File: config.mk
export PLATFORM = sky130hd
export DESIGN_NAME = switch_debounce3
export DESIGN_NICKNAME = d
export VERILOG_FILES = /design/src/rtl/switch_debounce3.sv
export SDC_FILE = /design/constraint.sdc
export NUM_CORES = 1
export LEC_CHECK = 0
export ABC_AREA = 1
export CORE_ASPECT_RATIO = 0.7
export CORE_MARGIN = 2
export CORE_UTILIZATION = 60
export CTS_CLUSTER_DIAMETER = 60
export DETAILED_ROUTE_END_ITERATION = 6
export DONT_BUFFER_PORTS = 1
export PLACE_DENSITY = 0.87
export SLEW_MARGIN = 20
export SYNTH_ARGS = -nofsm -noshare
export SYNTH_HDL_FRONTEND = slang
export SYNTH_SLANG_ARGS = --single-unit
export TNS_END_PERCENT = 1
File: constraint.sdc
create_clock -name clk -period 2.5 [get_ports clk]
set_clock_uncertainty 0.2 [all_clocks]
set_input_delay 0.5 -clock clk [delete_from_list [all_inputs] [get_ports clk]]
set_output_delay 0.5 -clock clk [all_outputs]
set_load 0.02 [all_outputs]
File: src/rtl/switch_debounce3.sv
// Three-channel switch synchroniser + debouncer feeding the lamp controller's S1/S2/S3.
// Optional edge outputs (sw_rise/sw_fall) are built when SWITCH_DEBOUNCE3_EDGE_EN is defined.

module switch_debounce3_lane #(
   parameter int DEBOUNCE_CYCLES = 1000000,
   parameter int CNT_W           = 20
) (
   input  logic clk,
   input  logic rst_n,
   input  logic sync_b,
   output logic stable
);
   localparam logic [CNT_W-1:0] LAST = CNT_W'(DEBOUNCE_CYCLES - 1);

   logic [CNT_W-1:0] cnt;

   // The counter is bounded by the accept compare, so it never wraps.
   always_ff @(posedge clk) begin
      if (!rst_n) begin
         cnt    <= '0;
         stable <= 1'b0;
      end else if (sync_b == stable) begin
         cnt <= '0;
      end else if (cnt == LAST) begin
         stable <= sync_b;
         cnt    <= '0;
      end else begin
         cnt <= cnt + 1'b1;
      end
   end
endmodule

module switch_debounce3 #(
   parameter int DEBOUNCE_CYCLES = 1000000,
   parameter int CNT_W           = 20
) (
   input  logic       clk,
   input  logic       rst_n,
   input  logic [2:0] sw_raw,
   output logic [2:0] sw_stable,
`ifdef SWITCH_DEBOUNCE3_EDGE_EN
   output logic [2:0] sw_rise,
   output logic [2:0] sw_fall,
`endif
   output logic       sw_change
);
   localparam int NUM_LANES = 3;

   logic [NUM_LANES-1:0] sync_a, sync_b, stable_q;

   always_ff @(posedge clk) begin
      if (!rst_n) begin
         sync_a <= '0;
         sync_b <= '0;
      end else begin
         sync_a <= sw_raw;
         sync_b <= sync_a;
      end
   end

   for (genvar g = 0; g < NUM_LANES; g++) begin : g_lane
      switch_debounce3_lane #(
         .DEBOUNCE_CYCLES (DEBOUNCE_CYCLES),
         .CNT_W           (CNT_W)
      ) u_lane (
         .clk    (clk),
         .rst_n  (rst_n),
         .sync_b (sync_b[g]),
         .stable (sw_stable[g])
      );
   end

   // stable_q lags sw_stable by one edge, so the diff lands a cycle after the update.
   always_ff @(posedge clk) begin
      if (!rst_n) begin
         stable_q  <= '0;
         sw_change <= 1'b0;
      end else begin
         stable_q  <= sw_stable;
         sw_change <= |(sw_stable ^ stable_q);
      end
   end

`ifdef SWITCH_DEBOUNCE3_EDGE_EN
   always_ff @(posedge clk) begin
      if (!rst_n) begin
         sw_rise <= '0;
         sw_fall <= '0;
      end else begin
         sw_rise <= sw_stable & ~stable_q;
         sw_fall <= ~sw_stable & stable_q;
      end
   end
`endif
endmodule

Word level (Yosys, flattened, before mapping)

Index checks and enable logic that the tools add are counted.

Add/sub/neg operators: 3
Equality and inequality tests: 6
Reductions and logical operators: 7
Bitwise logic cells: 5

Operator list:

| kind                                           | number |
|---|---|
| adder 20 x 1 -> 20 bit (second input constant) | 3 |
| == test 20 bit (second input constant)         | 3 |
| OR reduction 3 bit                             | 4 |
| AND reduction 2 bit                            | 3 |
| NOT 1 bit                                      | 4 |
| == test 1 bit                                  | 3 |
| XOR 3 bit                                      | 1 |

Bits in registers: 73
Bits of input ports: 5
Logic and storage cells: 31
Output and inout port bits: 4

Logic depth before layout (Yosys ltp)

Depth after elaboration: 3
Gate-level depth with buffers: 9
Gate-level depth less buffers: 9

Hierarchy

From an unflattened synthesis, not the netlist that was laid out.

Cell total of the unflattened synthesis: 520
Area total of the unflattened synthesis: 3,674.8 um^2

By module, submodules not included:

| module                | cells each | area an instance (um^2) | instances | sequential area each (um^2) |
|---|---|---|---|---|
| switch_debounce3_lane | 159        | 1,113.6                 | 3         | 420.4 |
| switch_debounce3      | 43         | 334.1                   | 1         | 200.2 |

Worst setup path before layout

No wires, ideal clock.

Path kind: register to register
Start: register g_lane[0].u_lane.cnt[0]
End: register g_lane[0].u_lane.cnt[15]
Cell stages (with the launch flop): 8
Required time: 2.185 ns
Setup slack: 0.895 ns
Setup time: 0.115 ns
Period minus slack after synthesis: 1.605 ns
Buffers on the path: 1
Arrival: 1.290 ns
Path through: dfxtp_1 > ha_1 > nand3_4 > nor2_4 > nand3_2 > nand2_4 > buf_12 > nor2_2

Cells in the longest elaborated chain, start to end: 2
Elaborated cells on any way between the ends: 3
Classes of those cells: add/sub: 1; eq/ne: 1; reduce/logical: 1

RTL lines:

| element                                                        | RTL line | RTL |
|---|---|---|
| start, declared                                                | 15       | `logic [CNT_W-1:0] cnt;` |
| start signal, assigned                                         | 28       | `cnt <= cnt + 1'b1;` |
| branches (longest 2 deep; another with adder 20 x 1 -> 20 bit) | n/a      |  |

Several ways; the timed one is not identified.
A chain may end at the register's enable or synchronous reset.

Final worst setup path

Start: register g_lane[2].u_lane.cnt[0]
End: register g_lane[2].u_lane.cnt[12]

Cells in the longest elaborated chain, start to end: 2
Elaborated cells on any way between the ends: 3
Classes of those cells: add/sub: 1; eq/ne: 1; reduce/logical: 1

RTL lines:

| element                                                        | RTL line |
|---|---|
| start, declared                                                | 15 |
| start signal, assigned                                         | 28 |
| branches (longest 2 deep; another with adder 20 x 1 -> 20 bit) | n/a |

Several ways; the timed one is not identified.

==> flow_summary.yaml <==
detailed_routing:
  wl_per_cell_um: 11.92
  dr.pass1.iters: 5
  drt-initial-drc-count: 200
  viasPerCell: 5.266
  vias: 3165
  antenna_left: 0
  wl_mm: 7.164
  drc_errors: 0
finish:
  area_delta_synth_final_pct: 6.754
  fillers: 486
  drive_gt1_share_pct: 10.65
  layout_commonest_cell: "nand2_1"
  diodes: 0
  most-common-layout-cells: "133 x nand2_1, 101 x nor2_1, 73 x dfxtp_1"
  layout.nets: 530
  final_cells: 601
timing:
  tightest_slew_ns: 0.4698
  grt_setup_unrepaired: "no"
  period_share_pct: 73.25
  maxSlewHeadroom_pct: 68.64
  fmax_mhz: 546.1
  tns_ns: 0
  setup_violations: 0
  worst_slack_ns: 0.6688
  worst_hold_slack_ns: 0.05133
  finalCriticalPeriod_ns: 1.831
  hold_viol: 0
  maxSlewViolCount: 0
grt:
  grt_pass1_wl_mm: 12.95
  grt_pass1_vias: 3000
  antenna_found_initial: 0
  overflow: 0
  grt_max_degree: 21
  track_usage_pct: 23.01
logic_synthesis:
  synthesis.nets: 526
  synth-seq-cells: 73
  yosysWarnings: 0
  synth-edff-count: 0
  synthArstFlopShare_pct: 0
  netlist_top_cells_area: "dfxtp_1 40%, nand2_1 14%, nor2_1 10%"
  ys_seq_area_share_pct: 40.04
  synth_top_area_share_pct: 40.04
  synthCells: 518
  synth_flop_cell: "dfxtp_1"
  netlist_area_sq_um: 3650
  yosysTopAreaCell: "dfxtp_1"
  ys_types: 31
  avgSynthCellArea_sq_um: 7.046
worst_setup_path:
  worstSetupPathType: "reg2reg"
  start_kind: "flip-flop"
  crit_arrival_ns: 1.86
  cp_top_family: "simple AND/OR/NAND/NOR gates"
  max_stage_delay_ns: 0.37
  crit_chain: "ha_1 -> nand3_2 -> nor2_2 -> nand3_1 -> nand2_1 -> buf_4 -> nor2_1"
  worst_setup_path_end_kind: "flip-flop"
  worstPathRequired_ns: 2.53
  cp.buffers_inverters: 1
  worst-path-max-fanout: 20
  cp_slowest_cell: "dfxtp_1"
floorplanning:
  die_w_um: 97.22
  core_area_sq_um: 5813
  io_pins: 9
  die_area_sq_um: 6733
  fp-row-count: 23
  start_util_pct: 62.79
  dieHeight_um: 69.26
pwr:
  cellLeakagePower_uw: 0.001246
  ir_drop_mv: 0.3673
  power-per-cell-area_nw_per_um2: 566.2
placed_design:
  portBuffers: 0
  hpwl_mm: 5.265
  place.gp.congestion: 0.9737
  place_inst: 586
  dp_slack_ns: 0.6838
run_status:
  status: "completed"
clock_network:
  htree_levels: 3
  clk_latency_ns: 0.34
  ctsHoldBuffers: 0
  clock_path_buffers: 2
  cts_tree: "done"
  cts_buffers: 9
  root_buffer: "clkbuf_8"
  cts_resized: 0
  post_cts_buffers: 0
  cts_sinks: 73
  path_clk_slew_ns: 0.08
hold_path:
  hold_path_class: "in2reg"
job:
  cap_violations: 0
==> cells in the mapped netlist, types with 2 or more instances <==
library cell and instances:
a21oi_1 24, a21oi_2 2, a31oi_1 2, buf_4 5
dfxtp_1 73, ha_1 3, inv_1 51, nand2_1 133
nand2_2 3, nand3_1 26, nand3_2 8, nand3b_1 2
nand4_1 8, nor2_1 101, nor2_2 17, nor2_4 4
o21ai_0 5, o21bai_1 2, or2_0 8, or2_2 3
xnor2_1 15, xor2_1 14
==> sequential cells by signal, indices dropped and copies added, names as in the netlist <==
register	cells
g_lane.u_lane.cnt	60
stable_q	3
sync_b	3
sync_a	3
sw_change	1
g_lane.u_lane.stable	3
==> logic make-up (layout without fill, tap and decap cells) <==
family,count (synthesis),in the layout,synth area share (%)
AOI/OAI and AO/OA,35,35,5.211
xor gates and xnor gates,29,29,6.959
adders and majority gates,3,3,1.029
buffers and inverters,60,68,7.336
DFF,73,73,40.04
and+or+nand+nor,318,318,39.42
==> area by class of cell <==
cell class | instances | area (sq um) | area share (%)
timing repair buffer | 1 | 7.507 | 0.1927
sequential | 73 | 1461 | 37.51
inverter | 52 | 195.2 | 5.010
clock inverter | 5 | 80.08 | 2.055
tap | 75 | 93.84 | 2.408
multi-input combinational | 385 | 1921 | 49.29
clock buffer | 10 | 137.6 | 3.532
==> metal layers <==
metal | vias to the layer above | part of all wire [%] | global-route usage, %
met1 | 1434 | 48 | 30.97
met2 | 94 | 44 | 36.65
li1 | 1617 | - | -
met3 | 20 | 6.1 | 5.444
met4 | 0 | 2.1 | 8.025
met5 | - | 0 | 0
==> per-stage QoR <==
step                      utilization [%]  instance area (sq um)  total power [uW]
after floorplan                         -                   3650              1219
after global placement              63.28                   3679              1218
after detailed placement            63.28                   3679              1220
after CTS                           67.03                   3896              2220
after global routing                67.03                   3896              2274
final                               67.03                   3896              2206
==> report_power, final <==
part	internal, uW	switching, uW
Clock	582	432
Combinational	6.15	14.5
Sequential	1170	4.01
Total	1760	450
==> path summary, 6_finish.rpt <==
kind                                                         start  slack [ns]  cells after the start                                   to
worst min-delay path                                         rst_n        0.05                      2                 sync_b[2]$_SDFF_PN0_
worst min register to register                sync_a[2]$_SDFF_PN0_        0.22                      2                 sync_b[2]$_SDFF_PN0_
worst max register to register  g_lane[2].u_lane.cnt[0]$_SDFF_PP0_        0.67                      7  g_lane[2].u_lane.cnt[12]$_SDFF_PP0_
worst max-delay path            g_lane[2].u_lane.cnt[0]$_SDFF_PP0_        0.67                      7  g_lane[2].u_lane.cnt[12]$_SDFF_PP0_
(Power assumes the default switching activity.)
